## src/rtl/i2c_master_arbiter.sv

```systemverilog
// Round-robin arbiter/sequencer that shares one I2C byte master among NUM_REQ
// requesters. It latches the winner's address, R/W flag and write byte, drives the
// master's enable/addr/rw/data interface, and returns the read byte with a done pulse.
// Optional build macro: I2C_ARB_TIMEOUT_EN adds an ISSUE/BUSY watchdog that aborts
// the transaction with err alongside done.
//
// Handshakes:
//   Client side: a requester holds req[i] and its fields. gnt[i] marks the owner from
//   the ISSUE entry edge until the DONE exit edge. done[i] is a one-cycle pulse that
//   closes the transaction. Dropping req after grant does not abort the transaction.
//   Master side: m_ready=1 means the master is idle. m_enable is raised on ISSUE entry
//   and held until the master shows it has started (m_ready=0). Completion is the
//   return of m_ready=1.
module i2c_master_arbiter #(
  parameter int NUM_REQ        = 4,
  parameter int TIMEOUT_CYCLES = 4096
) (
  input  logic                 clk,
  input  logic                 rst_n,
  input  logic [NUM_REQ-1:0]   req,
  input  logic [7*NUM_REQ-1:0] req_addr,
  input  logic [NUM_REQ-1:0]   req_rw,
  input  logic [8*NUM_REQ-1:0] req_wdata,
  output logic [NUM_REQ-1:0]   gnt,
  output logic [NUM_REQ-1:0]   done,
  output logic [7:0]           rdata,
  output logic                 err,
  output logic                 m_enable,
  output logic [6:0]           m_addr,
  output logic                 m_rw,
  output logic [7:0]           m_wdata,
  input  logic                 m_ready,
  input  logic [7:0]           m_rdata,
  output logic [1:0]           fsm_state
);

  localparam int PW = $clog2(NUM_REQ);

  localparam logic [1:0] S_IDLE  = 2'd0;
  localparam logic [1:0] S_ISSUE = 2'd1;
  localparam logic [1:0] S_BUSY  = 2'd2;
  localparam logic [1:0] S_DONE  = 2'd3;

  localparam logic [NUM_REQ-1:0] ONE_HOT0 = {{(NUM_REQ-1){1'b0}}, 1'b1};

  // Reject unsupported configurations at elaboration time.
  if (NUM_REQ < 2 || NUM_REQ > 8 || TIMEOUT_CYCLES < 2) begin : g_bad_cfg
    $error("i2c_master_arbiter: NUM_REQ must be 2..8 and TIMEOUT_CYCLES >= 2");
  end

  logic [1:0]    state;
  logic [PW-1:0] rr_ptr;
  logic [PW-1:0] owner;
  logic [PW-1:0] winner;
  logic [PW-1:0] cand;
  logic          found;
  int            idx;
  logic [6:0]    w_addr;
  logic          w_rw;
  logic [7:0]    w_wdata;
  logic          tmo;

  assign fsm_state = state;

  // Round-robin search: first asserted req starting at rr_ptr, wrapping modulo NUM_REQ.
  always_comb begin
    found  = 1'b0;
    winner = rr_ptr;
    cand   = '0;
    idx    = 0;
    for (int i = 0; i < NUM_REQ; i++) begin
      idx = int'(rr_ptr) + i;
      if (idx >= NUM_REQ) idx = idx - NUM_REQ;
      cand = PW'(idx);
      if (!found && req[cand]) begin
        found  = 1'b1;
        winner = cand;
      end
    end
  end

  // Select the winner's transaction fields from the packed request buses.
  always_comb begin
    w_addr  = '0;
    w_rw    = 1'b0;
    w_wdata = '0;
    for (int i = 0; i < NUM_REQ; i++) begin
      if (winner == PW'(i)) begin
        w_addr  = req_addr[7*i +: 7];
        w_rw    = req_rw[i];
        w_wdata = req_wdata[8*i +: 8];
      end
    end
  end

`ifdef I2C_ARB_TIMEOUT_EN
  localparam int TW = $clog2(TIMEOUT_CYCLES);
  logic [TW-1:0] tmo_cnt;

  assign tmo = (tmo_cnt == TW'(TIMEOUT_CYCLES - 1));

  // Watchdog: cleared while idle (so it starts from 0 on ISSUE entry), counts in ISSUE/BUSY.
  always_ff @(posedge clk or negedge rst_n) begin
    if (!rst_n) begin
      tmo_cnt <= '0;
    end else if (state == S_IDLE) begin
      tmo_cnt <= '0;
    end else if (state == S_ISSUE || state == S_BUSY) begin
      tmo_cnt <= tmo_cnt + 1'b1;
    end
  end
`else
  assign tmo = 1'b0;
`endif

  // Transaction sequencer: grant, issue to master, wait for completion, report.
  always_ff @(posedge clk or negedge rst_n) begin
    if (!rst_n) begin
      state    <= S_IDLE;
      rr_ptr   <= '0;
      owner    <= '0;
      gnt      <= '0;
      done     <= '0;
      err      <= 1'b0;
      rdata    <= '0;
      m_enable <= 1'b0;
      m_addr   <= '0;
      m_rw     <= 1'b0;
      m_wdata  <= '0;
    end else begin
      done <= '0;
      err  <= 1'b0;
      case (state)
        S_IDLE: begin
          if (found && m_ready) begin
            owner    <= winner;
            gnt      <= ONE_HOT0 << winner;
            m_addr   <= w_addr;
            m_rw     <= w_rw;
            m_wdata  <= w_wdata;
            m_enable <= 1'b1;
            state    <= S_ISSUE;
          end
        end
        S_ISSUE: begin
          if (tmo) begin
            m_enable <= 1'b0;
            done     <= ONE_HOT0 << owner;
            err      <= 1'b1;
            state    <= S_DONE;
          end else if (!m_ready) begin
            m_enable <= 1'b0;
            state    <= S_BUSY;
          end
        end
        S_BUSY: begin
          if (tmo) begin
            done  <= ONE_HOT0 << owner;
            err   <= 1'b1;
            state <= S_DONE;
          end else if (m_ready) begin
            rdata <= m_rdata;
            done  <= ONE_HOT0 << owner;
            state <= S_DONE;
          end
        end
        default: begin
          gnt    <= '0;
          rr_ptr <= (owner == PW'(NUM_REQ - 1)) ? '0 : owner + 1'b1;
          state  <= S_IDLE;
        end
      endcase
    end
  end

endmodule
```

## config.mk

```make
export PLATFORM = sky130hd
export DESIGN_NAME = i2c_master_arbiter
export DESIGN_NICKNAME = d
export VERILOG_FILES = /design/src/rtl/i2c_master_arbiter.sv
export SDC_FILE = /design/constraint.sdc
export NUM_CORES = 1
export LEC_CHECK = 0
export CORE_MARGIN = 2
export CORE_UTILIZATION = 45
export DETAILED_ROUTE_END_ITERATION = 10
export GPL_ROUTABILITY_DRIVEN = 0
export PLACE_DENSITY = 0.87
export SYNTH_ARGS = -nofsm -noshare
export SYNTH_HDL_FRONTEND = slang
export SYNTH_SLANG_ARGS = --single-unit
export TNS_END_PERCENT = 5
```

## constraint.sdc

```tcl
create_clock -name clk -period 4.8 [get_ports clk]
set_input_delay 0.96 -clock clk [delete_from_list [all_inputs] [get_ports clk]]
set_output_delay 0.96 -clock clk [all_outputs]
set_load 0.05 [all_outputs]
```

# == Yosys cells after proc, flatten, opt, wreduce, memory -nomap -nowiden ==
# Cells that the tools add are included.
# totals
regBits,39
inputBits,79
out_inout_bits,36
wordCells,99
# classes
add_sub_neg,8
n_lt_le_gt_ge,8
n_eq_ne,9
shift,2
muxes,44
bitwise,1
n_reduce_logical,17
# op_table
cell,count
$mux 8,4
$mux 7,4
$mux 2,12
$mux 1,14
$lt 2x3->1 const B,4
$mux 4,3
$ge 3x3->1 const B,3
$bmux 1 s2,4
$eq 2x2->1 const B,4
$pmux 4 s2,1
$shl 1x2->4 const A,2
$sub 2x1->2 const B,4
$add 2x2->3 const B,2
$ne 2x2->1 const B,3
$pmux 2 s3,1
$reduce_and 2->1,3
$reduce_and 3->1,2
$eq 2x1->1 const B,2
$logic_and 1x1->1,4
$logic_not 2->1,2
$add 2x1->3 const B,1
$ge 2x3->1 const B,1
$logic_not 1->1,3
$reduce_or 3->1,1
5 further kinds,5

# == Logic depth before layout (Yosys ltp) ==
# logic_depth
depth_word,19
ltp_mapped,8
ltp_nobuf,6

# == Worst setup path before layout ==
# OpenSTA, ideal clock, no wires.
# synth_path
path_type,input -> register
from,input req[2]
to,register m_addr[6]
setup_ps,92
arrival_time_ps,2397
required_time_ps,4708
setup_slack_ps,2311
path_stages,8
n_path_buf,3
path_cell_list,buf_4 > nor2b_1 > a211oi_1 > o32a_1 > buf_8 > buf_6 > mux2_2 > o31ai_2
# synth_via
elab_chain_cells,17
word_cells_on_any_way,32
cone_classes,eq/ne (3); mux (20); reduce/logical (9)
# synth_rtl
item,line,source
from (decl),20,"input logic [NUM_REQ-1:0] req,"
$bmux 1 s2,75,if (!found && req[cand]) begin
$mux 1 (implied by the code),75,
$mux 1,75,
$logic_not 1->1,75,
$logic_and 1x1->1,75,
$mux 1,75,
$logic_not 1->1,75,
$logic_and 1x1->1,75,
$mux 1,75,
$logic_not 1->1,75,
$logic_and 1x1->1,75,
$mux 2,75,
$logic_not 2->1,88,if (winner == PW'(i)) begin
$mux 7 (4 in a row),88,
to (signal assigned),138,m_addr <= w_addr;
to (decl),29,"output logic [6:0] m_addr,"
# Parallel ways exist; a longest one is shown, timed or not. The select of a mux whose other input is x is not followed.
# A chain may end at the register's enable or synchronous reset.

# == Worst setup path after layout ==
# layout_path
from,input req[2]
to,register m_wdata[2]
# layout_via
elab_chain_cells,17
word_cells_on_any_way,32
cone_classes,eq/ne (3); mux (20); reduce/logical (9)
# layout_rtl
item,line,source
$bmux 1 s2,75,
$mux 1 (implied by the code),75,
$mux 1,75,
$logic_not 1->1,75,
$logic_and 1x1->1,75,
$mux 1,75,
$logic_not 1->1,75,
$logic_and 1x1->1,75,
$mux 1,75,
$logic_not 1->1,75,
$logic_and 1x1->1,75,
$mux 2,75,
$logic_not 2->1,88,
$mux 8 (4 in a row),88,
to (signal assigned),140,m_wdata <= w_wdata;
to (decl),31,"output logic [7:0] m_wdata,"
# Parallel ways exist; a longest one is shown, timed or not. The select of a mux whose other input is x is not followed.

==> metrics.json <==
{
  "status": {
    "status": "finished clean"
  },
  "logic_synthesis": {
    "synth.yosys.warnings": 0,
    "yosys-top-cells-area": "dfrtp_1 (39%), mux2_2 (11%), o31ai_2 (8.0%)",
    "proportion_of_synthesized_chip_area_in_sequential_cells_pct": 38.8,
    "synth_area_per_cell_um2": 10.4,
    "synthesis.instances": 241,
    "post-synth-top-area-cell": "dfrtp_1",
    "post_synth_num_cell_types": 43,
    "synth_top_area_share_pct": 38.8,
    "ys_async_sr_fraction_pct": 100,
    "synth-seq-cells": 39,
    "syn-cell-area_um2": 2510,
    "synth_edf_count": 0,
    "postSynth.topFlopCell": "dfrtp_1",
    "synth.net_count": 329
  },
  "power": {
    "power_w": 0.00238,
    "irDropWorstVdd_mv": 0.458,
    "p_leak_nw": 1.52,
    "power_density_nw_per_um2": 646
  },
  "worst_setup_path": {
    "reg2regPathDepth": 5,
    "biggest_cell_delay_along_the_critical_path_ns": 0.87,
    "critical_path.endpoint_type": "flop",
    "worst-endpoint-arrival_ns": 3.48,
    "timing.critical_path.required_ns": 4.99,
    "crit_fanout": 19,
    "critPathLaunchType": "input pin",
    "reg2reg_setup_slack_ns": 2.38,
    "timing.critical_path.max_delay_family": "compound AO/OA/AOI/OAI gates",
    "critical-path-slowest-cell": "o32a_1",
    "regToRegEndpoint": "m_wdata[2]",
    "critical_path_buf_inv_count": 1,
    "r2r-start": "rr_ptr[0]",
    "cp_cell_sequence": "clkdlybuf4s50_1 -> nor2b_1 -> a211oi_1 -> o32a_1 -> mux2_2 -> o31ai_2",
    "timing.setup.critical_path_class": "in2reg"
  },
  "global_routing": {
    "number_of_antenna_violations_at_the_first_check_in_global_routing": 0,
    "first_global_vias": 2305,
    "grt_pass1_wl_um": 11000,
    "remaining_global_route_overflow": 0,
    "grt.total_usage_pct": 22.2,
    "grt_max_degree": 40
  },
  "drt": {
    "post-route-drc-count": 0,
    "wl_final_um": 6700,
    "vias_per_cell": 5.44,
    "antenna_left": 0,
    "firstDrtPassIters": 4,
    "routed_wire_length_per_instance_um": 16.2,
    "vias": 2251,
    "dr.first_iter.drc_count": 83
  },
  "cts": {
    "tritoncts": "built",
    "cts_hold_buffers": 0,
    "clk_root_buffer_cell": "clkbuf_8",
    "clock_sink_count": 39,
    "numCtsBuffers": 5,
    "clkTransAtPathRegs_ns": 0.07,
    "cts_max_level": 2,
    "ctsLongestPathBuffers": 2,
    "latest_clock_arrival_within_the_worst_skew_pair_ns": 0.29,
    "postCtsResizedCells": 0,
    "number_of_buffers_added_for_setup_after_cts": 0
  },
  "timing": {
    "timing.final.hold_violations": 0,
    "max_clock_freq_mhz": 304,
    "final_critical_path_required_period_ns": 3.29,
    "worst_slew_margin_rel_pct": 32.4,
    "rsz0062_at_grt": "false",
    "fin_crit_sh_pct": 68.6,
    "setup_failing_eps_final": 0,
    "worst_slew_pin_slew_ns": 1.01,
    "final_setup_tns_ns": 0,
    "timing.clock.skew_ns": 0.0124,
    "report.final.slew_viol_count": 0
  },
  "place": {
    "place_hpwl_um": 4820,
    "placement.io_buffers": 113
  },
  "finish": {
    "mostFrequentLayoutCell": "clkdlybuf4s50_1",
    "post_route_cells_drive_above_1_share_pct": 17.5,
    "multiInputGateArea_um2": 1340,
    "most-common-layout-cells": "clkdlybuf4s50_1 (112), dfrtp_1 (39), nor3_1 (36), mux2_2 (25), nand2_1 (22)",
    "sequential_cell_area_um2": 976,
    "antennaDiodeCount": 0,
    "final_nets": 429,
    "area.growth.synth_to_final_pct": 46.8,
    "fillerInstances": 431
  },
  "run": {
    "drv_cap": 0
  },
  "worst_hold_path": {
    "worstHoldStart": "m_wdata[0]",
    "type_of_the_most_critical_hold_path": "reg2reg",
    "holdPathEnd": "m_wdata[0]",
    "min_delay_path_depth": 2
  },
  "die": {
    "die_width_um": 78.7,
    "boundaryPins": 115,
    "coreArea_um2": 5440,
    "row_count": 27,
    "initial_utilization_pct": 46.2,
    "die_height_um": 78.7,
    "design.die.area_um2": 6200
  }
}
## power breakdown
part | internal, W | switching [W]
clock | 0.000155 | 0.000121
combinational | 0.000587 | 0.000932
sequential | 0.000478 | 0.000110
## logic make-up after synthesis
| group | after synthesis | share of synthesized area (%) |
|---|---|---|
| compound gates | 56 | 19.9 |
| fa+ha+maj | 9 | 4.48 |
| buf+inv | 30 | 7.87 |
| flops | 39 | 38.8 |
| mux | 27 | 12.4 |
| other cells | 1 | 0.149 |
| simple gates | 79 | 16.3 |
## sequential cells by signal (all words and copies together) (netlist names)
signal / flops
m_wdata: 8
rdata: 8
m_addr: 7
done: 4
gnt: 4
fsm_state: 2
owner: 2
rr_ptr: 2
m_enable: 1
m_rw: 1
## how the worst max path moves through the flow
| stage | to | slack (ns) | depth (start not counted) | startpoint |
|---|---|---|---|---|
| 2_1_floorplan | m_addr[6] | 2.31 | 8 | req[2] |
| 3_3_place_gp | m_addr[3] | 1.32 | 6 | req[3] |
| 3_5_place_dp | m_wdata[2] | 1.25 | 6 | req[3] |
| 4_1_cts | m_wdata[2] | 1.55 | 6 | req[3] |
| 5_1_grt | m_addr[1] | 1.38 | 6 | req[2] |
| 6_report | m_wdata[2] | 1.51 | 6 | req[2] |
## per-layer routing
metal	part of all wire (%)	global-route usage, %
met1	44	28.0
met2	50	38.7
met3	4.2	4.55
met4	1.7	6.14
met5	0	0
## worst min-delay path, stage by stage (launching register included)
cell and delay, ns:
dfrtp_1 0.34, nand2_1 0.06, o31ai_2 0.05
## Yosys cell counts (all sizes together) (4+ instances only)
| master | instances |
|---|---|
| ha | 9 |
| o31ai | 19 |
| o22ai | 17 |
| o21ai | 5 |
| clkbuf | 5 |
| nor3 | 36 |
| and3 | 5 |
| nor2b | 4 |
| inv | 8 |
| buf | 17 |
| dfrtp | 39 |
| nand2 | 23 |
| nor2 | 5 |
| mux2 | 27 |
## through the flow
step	area [µm²]	utilization [%]	cells	hold slack, ns	setup WS, ns
finish	3690	67.8	414	0.484	1.51
global route	3690	67.8	414	0.524	1.38
CTS	3690	67.8	414	0.488	1.55
detailed placement	3580	65.7	406	0.471	1.25
global placement	3580	65.7	406	0.467	1.32
floorplan	2510	-	241	0.500	2.31
## cell type report
class | instances | area share (%)
clock buffer | 5 | 1.87
timing repair buffer | 115 | 30.9
multi-input combinational | 172 | 36.3
tap | 72 | 2.44
sequential | 39 | 26.5
clock inverter | 3 | 1.19
inverter | 8 | 0.814
No activity file was read; power rests on OpenSTA's default activity.
